--- src/rtl/storm_pio_loader.sv ---
// Host PIO loader: 4-phase strobe/ack commands write IRAM/DRAM and gate the core reset.
// Write pulse is SYNC_STAGES+1 cycles after iStb rises; oAck holds until the synchronized strobe drops.
module storm_pio_loader #(
  parameter int DATA_W      = 16,
  parameter int IADDR_W     = 9,
  parameter int DADDR_W     = 10,
  parameter int SYNC_STAGES = 2
) (
  input  logic               iClk,
  input  logic               iRst,
  input  logic               iStb,
  input  logic [1:0]         iCtrl,
  input  logic [DATA_W-1:0]  iPData,
  output logic               oAck,
  output logic [IADDR_W-1:0] oIAddr,
  output logic [DATA_W-1:0]  oIData,
  output logic               oIWe,
  output logic [DADDR_W-1:0] oDAddr,
  output logic [DATA_W-1:0]  oDData,
  output logic               oDWe,
  output logic               oCoreRst,
  output logic               oErr
);

  typedef enum logic [1:0] {
    IDLE = 2'd0,
    EXEC = 2'd1,
    ACK  = 2'd2
  } state_t;

  localparam logic [1:0] CMD_SETADDR = 2'b00;
  localparam logic [1:0] CMD_WRITE   = 2'b01;
  localparam logic [1:0] CMD_RUN     = 2'b10;
  localparam logic [1:0] CMD_HALT    = 2'b11;

  localparam int BLANK_W = $clog2(SYNC_STAGES + 2);

  state_t               state_q;
  logic [SYNC_STAGES-1:0] sync_q;
  logic                 stb_prev_q;
  logic [BLANK_W-1:0]   blank_q;
  logic [1:0]           cmd_q;
  logic [DADDR_W-1:0]   ptr_q;
  logic [DADDR_W-1:0]   ptr_inc_d;
  logic                 tgt_q;
  logic                 ack_q;
  logic [IADDR_W-1:0]   iaddr_q;
  logic [DATA_W-1:0]    idata_q;
  logic                 iwe_q;
  logic [DADDR_W-1:0]   daddr_q;
  logic [DATA_W-1:0]    ddata_q;
  logic                 dwe_q;
  logic                 core_rst_q;
  logic                 err_q;

  logic stb_s;
  logic rise;

  assign stb_s = sync_q[SYNC_STAGES-1];
  // The synchronizer clears on reset, so a strobe still held high afterwards would look
  // like a fresh rise; edges are ignored until the chain has settled on the real level.
  assign rise  = stb_s & ~stb_prev_q & (blank_q == '0);

  always_comb begin
    ptr_inc_d = ptr_q + DADDR_W'(1);
    if (!tgt_q) begin
      ptr_inc_d = {{(DADDR_W-IADDR_W){1'b0}}, ptr_q[IADDR_W-1:0] + IADDR_W'(1)};
    end
  end

  always_ff @(posedge iClk or negedge iRst) begin
    if (!iRst) begin
      state_q    <= IDLE;
      sync_q     <= '0;
      stb_prev_q <= 1'b0;
      blank_q    <= BLANK_W'(SYNC_STAGES + 1);
      cmd_q      <= CMD_SETADDR;
      ptr_q      <= '0;
      tgt_q      <= 1'b0;
      ack_q      <= 1'b0;
      iaddr_q    <= '0;
      idata_q    <= '0;
      iwe_q      <= 1'b0;
      daddr_q    <= '0;
      ddata_q    <= '0;
      dwe_q      <= 1'b0;
      core_rst_q <= 1'b1;
      err_q      <= 1'b0;
    end else begin
      sync_q     <= {sync_q[SYNC_STAGES-2:0], iStb};
      stb_prev_q <= stb_s;
      if (blank_q != '0) begin
        blank_q <= blank_q - BLANK_W'(1);
      end
      iwe_q <= 1'b0;
      dwe_q <= 1'b0;

      case (state_q)
        IDLE: begin
          if (rise) begin
            cmd_q   <= iCtrl;
            state_q <= EXEC;
            // Write strobes are registered here so the pulse is visible during EXEC.
            case (iCtrl)
              CMD_SETADDR: begin
                tgt_q <= iPData[DATA_W-1];
                ptr_q <= iPData[DADDR_W-1:0];
              end
              CMD_WRITE: begin
                if (core_rst_q) begin
                  if (!tgt_q) begin
                    iwe_q   <= 1'b1;
                    iaddr_q <= ptr_q[IADDR_W-1:0];
                    idata_q <= iPData;
                  end else begin
                    dwe_q   <= 1'b1;
                    daddr_q <= ptr_q;
                    ddata_q <= iPData;
                  end
                  ptr_q <= ptr_inc_d;
                end else begin
                  err_q <= 1'b1;
                end
              end
              default: ;
            endcase
          end
        end
        EXEC: begin
          state_q <= ACK;
          ack_q   <= 1'b1;
          if (cmd_q == CMD_RUN) begin
            core_rst_q <= 1'b0;
          end else if (cmd_q == CMD_HALT) begin
            core_rst_q <= 1'b1;
          end
        end
        ACK: begin
          if (!stb_s) begin
            ack_q   <= 1'b0;
            state_q <= IDLE;
          end
        end
        default: state_q <= IDLE;
      endcase
    end
  end

  assign oAck     = ack_q;
  assign oIAddr   = iaddr_q;
  assign oIData   = idata_q;
  assign oIWe     = iwe_q;
  assign oDAddr   = daddr_q;
  assign oDData   = ddata_q;
  assign oDWe     = dwe_q;
  assign oCoreRst = core_rst_q;
  assign oErr     = err_q;

endmodule
--- config.mk ---
export PLATFORM = sky130hd
export DESIGN_NAME = storm_pio_loader
export DESIGN_NICKNAME = d
export VERILOG_FILES = /design/src/rtl/storm_pio_loader.sv
export SDC_FILE = /design/constraint.sdc
export NUM_CORES = 1
export LEC_CHECK = 0
export ABC_AREA = 1
export CAP_MARGIN = 20
export CORE_ASPECT_RATIO = 1.5
export CORE_MARGIN = 5
export CORE_UTILIZATION = 47
export CTS_BUF_LIST = sky130_fd_sc_hd__clkbuf_4
export CTS_CLUSTER_SIZE = 28
export DETAILED_ROUTE_END_ITERATION = 8
export PLACE_DENSITY = 0.78
export SLEW_MARGIN = 20
export SYNTH_ARGS = -nofsm -noshare
export SYNTH_HDL_FRONTEND = slang
export SYNTH_SLANG_ARGS = --single-unit
--- constraint.sdc ---
create_clock -name iClk -period 1.58 [get_ports iClk]
set_input_delay 0.395 -clock iClk [delete_from_list [all_inputs] [get_ports iClk]]
set_output_delay 0.395 -clock iClk [all_outputs]
set_load 0.005 [all_outputs]
# --- Yosys cells after proc, flatten, opt, wreduce, memory -nomap -nowiden ---
# Index checks and enable logic that the tools add are counted.
word_totals:
  register_bits: 76
  input_bits: 21
  wordCells: 68
classes:
  add_sub_neg: 3
  n_eq_ne: 8
  n_mux: 20
  n_bitwise: 5
  reduce_logical: 16
op_table:
  columns: ["cell", "count"]
  rows:
  - ["two-way mux 10 bit", 2]
  - ["one-hot mux 10 bit (2 select lines)", 1]
  - ["two-way mux 1 bit", 13]
  - ["adder 10 x 1 -> 10 bit (second input constant)", 1]
  - ["AND reduction 5 bit", 2]
  - ["adder 9 x 1 -> 9 bit (second input constant)", 1]
  - ["AND reduction 2 bit", 4]
  - ["AND reduction 4 bit", 2]
  - ["nonzero test 2 bit", 4]
  - ["equality test 2 bit (second input constant)", 3]
  - ["zero test 2 bit", 3]
  - ["!= test 2 bit (second input constant)", 3]
  - ["one-hot mux 2 bit (3 select lines)", 1]
  - ["equality test 2 x 1 -> 1 bit (second input constant)", 2]
  - ["two-way mux 2 bit", 2]
  - ["NOT 1 bit", 3]
  - ["AND reduction 3 bit", 1]
  - ["AND 1 bit", 2]
  - ["one-hot mux 1 bit (2 select lines)", 1]
  - ["subtractor 2 x 1 -> 2 bit (second input constant)", 1]

# --- Longest topological paths before layout ---
# Gate-level depths: netlist (run 1).
depth:
  word_depth: 5
  depth_mapped: 9

# --- Worst setup path before layout (run 1) ---
# OpenSTA, ideal clock, no wires.
synth_timing:
  kind: "reg-to-reg"
  start: "register blank_q[0]"
  end: "register ptr_q[8]"
  setup_ps: 122
  t_arrival_ps: 1398
  required_time_ps: 1458
  setup_slack_ps: 60
  stages_incl_launch_ff: 10
  path_buffers: 1
  synth_period_minus_slack_ps: 1520
  cell_sequence: "dfstp_2 > inv_1 > ha_1 > nand3_2 > nor2_8 > nand2_4 > clkinv_2 > buf_6 > nor2_1 > a21oi_1"
synth_via:
  elab_chain_cells: 3
synth_rtl:
  columns: ["item", "line", "source"]
  rows:
  - ["start, declared", "41", "logic [BLANK_W-1:0] blank_q;"]
  - ["start signal, assigned", "76", "blank_q <= BLANK_W'(SYNC_STAGES + 1);"]
  - ["start signal, assigned", "93", "blank_q <= blank_q - BLANK_W'(1);"]
  - ["zero test 2 bit", "62", "assign rise = stb_s & ~stb_prev_q & (blank_q == '0);"]
  - ["AND 1 bit", "62", null]
  - ["AND reduction 4 bit (no line)", null, null]
  - ["end signal, assigned", "107", "ptr_q <= iPData[DADDR_W-1:0];"]
  - ["end signal, assigned", "120", "ptr_q <= ptr_inc_d;"]
  - ["end, declared", "43", "logic [DADDR_W-1:0] ptr_q;"]
# No other way between the ends.
# A chain may end at the register's enable or synchronous reset.

# --- Worst setup path after layout (run 1) ---
layout_timing:
  start: "register blank_q[0]"
  end: "register daddr_q[5], in the netlist oDAddr[5]"
layout_via:
  elab_chain_cells: 3
layout_rtl:
  columns: ["item", "line", "source"]
  rows:
  - ["zero test 2 bit", "62", null]
  - ["AND 1 bit", "62", null]
  - ["AND reduction 5 bit (no line)", null, null]
  - ["end signal, assigned", "117", "daddr_q <= ptr_q;"]
  - ["end, declared", "50", "logic [DADDR_W-1:0] daddr_q;"]
# No other way between the ends.

==> summary.txt, run 1 <==
STA
  – Crit share post-route: 0.967
  – Worst Tran Pin Value: 406 ps
  – Period minus WS final: 1530 ps
  – FMAX: 655 MHz
  – # setup viols final: 0
  – Rel. slew slack: 0.729
  – Clock skew: 15.2 ps
  – Max-slew violation count: 0
  – Final Hold Viols: 0
  – Setup_tns: 0 ps

CTS
  – Worst-Skew Late Latency: 430 ps
  – TritonCTS Sinks: 76
  – Clock-pin slew on the worst setup and hold paths: 110 ps
  – CTS tree: yes
  – Cts bufs inserted: 9
  – H-tree depth: 3
  – CTS Buffer Depth: 2
  – Root buffer cell: clkbuf_4

Routing
  – DRC viols: 0
  – Vias: 2666
  – Initial DRC count: 136
  – Router iterations before antenna repair: 4
  – Met1 WL: 3.22 mm
  – Routed length on met2: 4.39 mm
  – Total wire length: 8.11 mm
  – Wire length on met3: 316 um
  – Antenna viol nets, final: 0
  – Vias/cell: 4.97
  – Top sig layer: met4
  – Mean routed wirelength per cell: 15.1 um

Synthesis
  – Netlist cell types: 26
  – Post-synth net total: 356
  – Post-Synth Adder-Cell Area: 0.00752
  – Top FF cell, synth: dfrtp_1
  – #FFs+latches synth: 76
  – Xor and xnor area share after synthesis: 0.00789
  – Post-synthesis compound-gate area fraction: 0.156
  – Syn Area/Cell: 10.0 um^2
  – Post-Syn Instances: 333
  – Post-synth EDFFs: 0
  – Main combinational cell family by area after synthesis: simple AND/OR/NAND/NOR gates
  – Sequential element share of the synthesized area: 0.572
  – Multiplexer area fraction after synthesis: 0.00338
  – Synth async-reset ratio: 1.00
  – Post-Syn Area: 3330 um^2
  – Yosys Warn Count: 0
  – Synth Area in Simple Gates: 0.167

Worst hold path
  – HP Class: reg2reg
  – Hold Crit Start: sync_q[0]$_DFF_PN0_

Placed design
  – GPL Wtd Cong: 0.800
  – Number of port buffers: 76
  – Cell Count Post-Placement: 492
  – Post-DP HPWL: 5.18 mm

Die
  – Core Area: 6900 um^2
  – Die Span Y: 113 um
  – Initial Utilization: 0.483
  – Num rows: 37
  – Die ar.: 8900 um^2
  – Ports: 77
  – Chip Width: 78.7 um

Global route
  – Number of global-route vias before repair: 2662
  – Initial antenna violation count: 0
  – Global-route wire length before repair: 12.4 mm
  – Largest net degree at the start of global routing: 77
  – Tot GR Track Use: 0.178
  – Gr ovfl total: 0

Run status
  – Status: complete, no violations

Worst setup path
  – Arr. time, crit path: 1850 ps
  – Worst r2r src: blank_q[0]$_DFFE_PN1P_
  – Worst Path Required: 1900 ps
  – Crit path kind: reg2reg
  – R2R setup slack: 50 ps
  – Worst setup endpoint: oDAddr[5]$_DFFE_PN0P_
  – Startpoint class of the critical path: flop
  – Crit path from: blank_q[0]$_DFFE_PN1P_
  – Worst R2R Path Depth: 8
  – CP Max Fanout: 20
  – Critical path endpoint category: flop
  – RR Endpoint: oDAddr[5]$_DFFE_PN0P_

Cells and area
  – Most common cell after layout, fill and taps aside: nand2_1
  – # diodes: 0
  – Share of cells above drive strength 1: 0.279
  – # nets final: 477
  – Post-route non-filler standard cell count: 536
  – Area grow syn2layout: 39.4%
  – Commonest non-fill, non-tap cells in the layout: 75 x nand2_1, 73 x dfrtp_1, 55 x dlygate4sd2_1, 43 x o21ai_2, 38 x inv_1

Pwr
  – Sw Ratio: 0.335
  – Sequential power share: 0.471
  – Internal power: 4.23 mW
  – Gate power share: 0.375
  – Cell leakage power: 2.48 nW
  – Max rail drop VDD: 0.882 mV
  – Pwr/cell area: 1370 nW/um^2
  – Clock share of power: 0.155
  – Sw Pwr: 2.13 mW

Run
  – Max_cap viols: 0
[per-layer routing]
layer  track usage  up-vias
met3        0.0414       16
met5             0        -
met2         0.308       54
met1         0.208     1292
li1              -     1304
met4        0.0770        0
[logic make-up (layout without fill, tap and decap cells)]
group                      Yosys count  count (layout)
AOI/OAI and AO/OA                   71              71
xor gates and xnor gates             3               3
adders and majority gates            2               2
buffers and inverters               53             178
DFF                                 76              76
muxes                                1               1
and+or+nand+nor                    127             127
[power groups by stage]
| stage | registers [mW] | logic (mW) | clock network (mW) |
|---|---|---|---|
| 2_1_floorplan | 3.05 | 1.01 | 0 |
| 3_3_place_gp | 3.02 | 2.45 | 0 |
| 3_5_place_dp | 3.04 | 2.51 | 0 |
| 4_1_cts | 2.97 | 2.35 | 1.01 |
| 5_1_grt | 3.09 | 2.63 | 1.09 |
| 6_report | 2.99 | 2.38 | 0.983 |
[state kept, by name (all words and copies together) (netlist names), 2 cells and up]
| name | cells |
|---|---|
| state_q | 2 |
| blank_q | 2 |
| oDData | 16 |
| ptr_q | 10 |
| oIAddr | 9 |
| oDAddr | 10 |
| oIData | 16 |
| cmd_q | 2 |
| sync_q | 2 |
[how the worst min path moves through the flow]
stage | end | slack (ps) | depth (start not counted)
final | sync_q[1]$_DFF_PN0_ | 360 | 0
after floorplan | cmd_q[0]$_DFFE_PN0P_ | 100 | 0
after detailed placement | sync_q[1]$_DFF_PN0_ | 340 | 0
after CTS | sync_q[1]$_DFF_PN0_ | 360 | 0
after global placement | sync_q[1]$_DFF_PN0_ | 340 | 0
after global routing | sync_q[1]$_DFF_PN0_ | 380 | 0
[timing repair]
action / 4_1_cts / 5_1_grt
hold buffers: 1 / 0
setup endpoints to repair: 59 / 58
gates resized for setup: 60 / 16
endpoints found under the hold margin: 73 / 0
setup buffers: 16 / 5
gates cloned: 0 / 7
pin swaps: 1 / 5
[metrics by stage]
step	total power, mW	hold WS, ps	worst slack, ps	cell area, um^2	util
6_report	6.36	361	52.8	4640	0.673
3_3_place_gp	5.47	340	-238	4230	0.614
5_1_grt	6.80	383	-27.5	4640	0.673
4_1_cts	6.33	362	6.84	4390	0.637
3_5_place_dp	5.55	338	-266	4230	0.614
2_1_floorplan	4.06	99.4	60.1	3330	-
[synthesized netlist by cell type (all sizes together) (2+ instances only)]
cell | number | area share
nand2 | 85 | 0.099
dfrtp | 73 | 0.55
o21ai | 63 | 0.14
inv | 40 | 0.045
nor2 | 27 | 0.035
buf | 12 | 0.039
nand3 | 12 | 0.023
a21oi | 7 | 0.011
dfstp | 3 | 0.024
ha | 2 | 0.0075
xor2 | 2 | 0.0053
[cell type report]
type | count | area [um^2]
fillers | 559 | 2260
flip-flops and latches | 76 | 1910
repair buffers | 122 | 1190
multi-input cells | 204 | 1180
inverters | 41 | 161
well taps | 78 | 97.6
clock buffers | 11 | 82.6
clock inverters | 4 | 17.5
[critical path: stages (launching register included)]
cell	delay, ps
dfstp_2	560
inv_2	40
ha_4	160
nand3_4	80
nor2_8	50
buf_4	140
nand3_4	90
clkbuf_16	220
o21ai_1	80
(Power assumes the default switching activity.)
==> inputs of run 2 (changes only) <==
--- a/config.mk
+++ b/config.mk
@@ -9,11 +9,12 @@
 export CAP_MARGIN = 20
 export CORE_ASPECT_RATIO = 1.5
 export CORE_MARGIN = 5
-export CORE_UTILIZATION = 47
+export CORE_UTILIZATION = 59
 export CTS_BUF_LIST = sky130_fd_sc_hd__clkbuf_4
 export CTS_CLUSTER_SIZE = 28
 export DETAILED_ROUTE_END_ITERATION = 8
-export PLACE_DENSITY = 0.78
+export DONT_BUFFER_PORTS = 1
+export PLACE_DENSITY = 0.77
 export SLEW_MARGIN = 20
 export SYNTH_ARGS = -nofsm -noshare
 export SYNTH_HDL_FRONTEND = slang
==> summary.txt, run 2 (synthesis gave the netlist of run 1 again) <==
Global route
  – Gr ovfl total: 0 (unchanged)
  – Largest net degree at the start of global routing: 77 (unchanged)
  – Initial antenna violation count: 0 (unchanged)
  – Global-route wire length before repair: 10.8 mm (was 12.4 mm)
  – Number of global-route vias before repair: 2143 (was 2662)
  – Tot GR Track Use: 0.196 (was 0.178)

CTS
  – TritonCTS Sinks: 76 (unchanged)
  – CTS tree: yes (unchanged)
  – CTS Buffer Depth: 2 (unchanged)
  – CTS hold repair buffers: 1 (unchanged)
  – Worst-Skew Late Latency: 430 ps (about the same)
  – Clock-pin slew on the worst setup and hold paths: 120 ps (was 110 ps)
  – Cts bufs inserted: 9 (unchanged)
  – H-tree depth: 3 (unchanged)
  – Root buffer cell: clkbuf_4 (unchanged)

Worst setup path
  – CP Max Fanout: 26 (was 20)
  – Worst r2r src: blank_q[1]$_DFFE_PN1P_ (was blank_q[0]$_DFFE_PN1P_)
  – RR Endpoint: oIData[4]$_DFFE_PN0P_ (was oDAddr[5]$_DFFE_PN0P_)
  – Worst R2R Path Depth: 8 (unchanged)
  – R2R setup slack: 30 ps (was 50 ps)
  – Critical path endpoint category: flop (unchanged)
  – Crit path kind: reg2reg (unchanged)
  – Worst Path Required: 1910 ps (was 1900 ps)
  – Arr. time, crit path: 1870 ps (was 1850 ps)
  – Startpoint class of the critical path: flop (unchanged)
  – Crit path from: blank_q[1]$_DFFE_PN1P_ (was blank_q[0]$_DFFE_PN1P_)
  – Worst setup endpoint: oIData[4]$_DFFE_PN0P_ (was oDAddr[5]$_DFFE_PN0P_)

Routing
  – Top sig layer: met4 (unchanged)
  – Vias: 2253 (was 2666)
  – Total wire length: 7.13 mm (was 8.11 mm)
  – DRC viols: 0 (unchanged)
  – Met1 WL: 2.86 mm (was 3.22 mm)
  – Wire length on met3: 443 um (was 316 um)
  – Initial DRC count: 104 (was 136)
  – Routed length on met2: 3.77 mm (was 4.39 mm)
  – Antenna viol nets, final: 0 (unchanged)
  – Mean routed wirelength per cell: 16.8 um (was 15.1 um)
  – Router iterations before antenna repair: 4 (unchanged)
  – Vias/cell: 5.30 (was 4.97)

STA
  – FMAX: 647 MHz (was 655 MHz)
  – Min Hold Slack: -353 ps (was 361 ps)
  – Final Hold Viols: 76 (was 0)
  – Worst Tran Pin Value: 413 ps (was 406 ps)
  – Setup_tns: 0 ps (unchanged)
  – RSZ-0062 raised after global routing: yes
  – # setup viols final: 0 (unchanged)
  – Clock skew: 16.7 ps (was 15.2 ps)
  – Rel. slew slack: 0.724 (was 0.729)
  – Period minus WS final: 1550 ps (was 1530 ps)
  – Crit share post-route: 0.979 (was 0.967)
  – Max-slew violation count: 0 (unchanged)

Cells and area
  – Area grow syn2layout: 12.8% (was 39.4%)
  – # diodes: 0 (unchanged)
  – # nets final: 373 (was 477)
  – # fillers: 418 (was 559)
  – Share of cells above drive strength 1: 0.287 (was 0.279)
  – Commonest non-fill, non-tap cells in the layout: 73 x nand2_1, 73 x dfrtp_1, 43 x o21ai_2, 38 x inv_1, 26 x nor2_1 (was 75 x nand2_1, 73 x dfrtp_1, 55 x dlygate4sd2_1, 43 x o21ai_2, 38 x inv_1)

Run status
  – Failing checks: negative hold slack
  – Status: finished with violations (was complete, no violations)

Placed design
  – GPL Wtd Cong: 0.831 (was 0.800)
  – Number of port buffers: 0 (was 76)
  – Post-DP HPWL: 4.62 mm (was 5.18 mm)

Die
  – Die Span Y: 102 um (was 113 um)
  – Die ar.: 7280 um^2 (was 8900 um^2)
  – Core Area: 5490 um^2 (was 6900 um^2)
  – Initial Utilization: 0.606 (was 0.483)
  – Num rows: 33 (was 37)
  – Chip Width: 71.3 um (was 78.7 um)
  – Ports: 77 (unchanged)

Pwr
  – Max rail drop VDD: 0.909 mV (was 0.882 mV)
  – Sequential power share: 0.519 (was 0.471)
  – Clock share of power: 0.270 (was 0.155)
  – Gate power share: 0.211 (was 0.375)
  – Cell leakage power: 1.87 nW (was 2.48 nW)
  – Pwr/cell area: 1630 nW/um^2 (was 1370 nW/um^2)
  – Sw Ratio: 0.319 (was 0.335)
  – Sw Pwr: 1.96 mW (was 2.13 mW)
  – Internal power: 4.18 mW (was 4.23 mW)

Run
  – Max_cap viols: 0 (unchanged)

Worst hold path
  – HP Class: in2async (was reg2reg)
==> run 2: worst min path at each step <==
stage          start                endpoint  cells after the start
2_1_floorplan   iRst    cmd_q[0]$_DFFE_PN0P_                      0
3_3_place_gp    iRst     sync_q[1]$_DFF_PN0_                      0
3_5_place_dp    iRst    stb_prev_q$_DFF_PN0_                      0
4_1_cts         iRst  oIData[11]$_DFFE_PN0P_                      0
5_1_grt         iRst  oDData[10]$_DFFE_PN0P_                      0
6_report        iRst    stb_prev_q$_DFF_PN0_                      0
==> run 2: final cells by class <==
cell class              instances  area (um^2)  share of cell area
multi-input cells             204         1190               0.317
well taps                      70         87.6              0.0233
clock buffers                  11         82.6              0.0220
flip-flops and latches         76         1910               0.507
inverters                      41          155              0.0413
repair buffers                 18          210              0.0560
clock inverters                 5          125              0.0333
==> run 2: worst max-delay path, stage by stage (launching register included) <==
cell,delay [ps]
dfstp_2,390
inv_2,60
ha_4,140
nand3_4,80
nor2_8,190
nand4_4,210
buf_12,230
nand2_1,80
o21ai_2,50
==> run 2: through the flow <==
step	instances	power (mW)	utilization	instance area, um^2	setup slack, ps
finish	425	6.13	0.684	3760	33.5
CTS	419	6.11	0.660	3630	0.310
detailed placement	401	4.42	0.619	3400	31.8
global route	425	6.51	0.684	3760	-44.6
global placement	401	4.35	0.619	3400	75.7
floorplan	333	4.06	-	3330	60.1
==> run 2: routing by layer <==
| layer | global-route usage | up-vias |
|---|---|---|
| met5 | 0 | - |
| met3 | 0.0807 | 6 |
| met2 | 0.322 | 70 |
| met1 | 0.230 | 1084 |
| li1 | - | 1093 |
| met4 | 0.0753 | 0 |
==> run 2: repair_timing <==
action,in CTS,in global routing
pin swaps,0,3
endpoints found under the hold margin,77,76
buffers inserted,1,4
cloned,0,2
resized for setup,0,17
setup endpoints to repair,1,60
==> run 2: power groups by stage <==
stage                     combinational [mW]  sequential (mW)  clock [mW]
after floorplan                         1.01             3.05           0
after global placement                  1.14             3.21           0
after detailed placement                1.20             3.22           0
after CTS                               1.25             3.18        1.69
after global routing                    1.47             3.27        1.77
final                                   1.29             3.18        1.66
==> inputs of run 3 (changes only) <==
--- a/config.mk
+++ b/config.mk
@@ -6,6 +6,7 @@
 export NUM_CORES = 1
 export LEC_CHECK = 0
 export ABC_AREA = 1
+export ABC_CLOCK_PERIOD_IN_PS = 1580
 export CAP_MARGIN = 20
 export CORE_ASPECT_RATIO = 1.5
 export CORE_MARGIN = 5
==> results of run 3 <==
The final DEF is identical to that of run 2; final timing and power are the same.
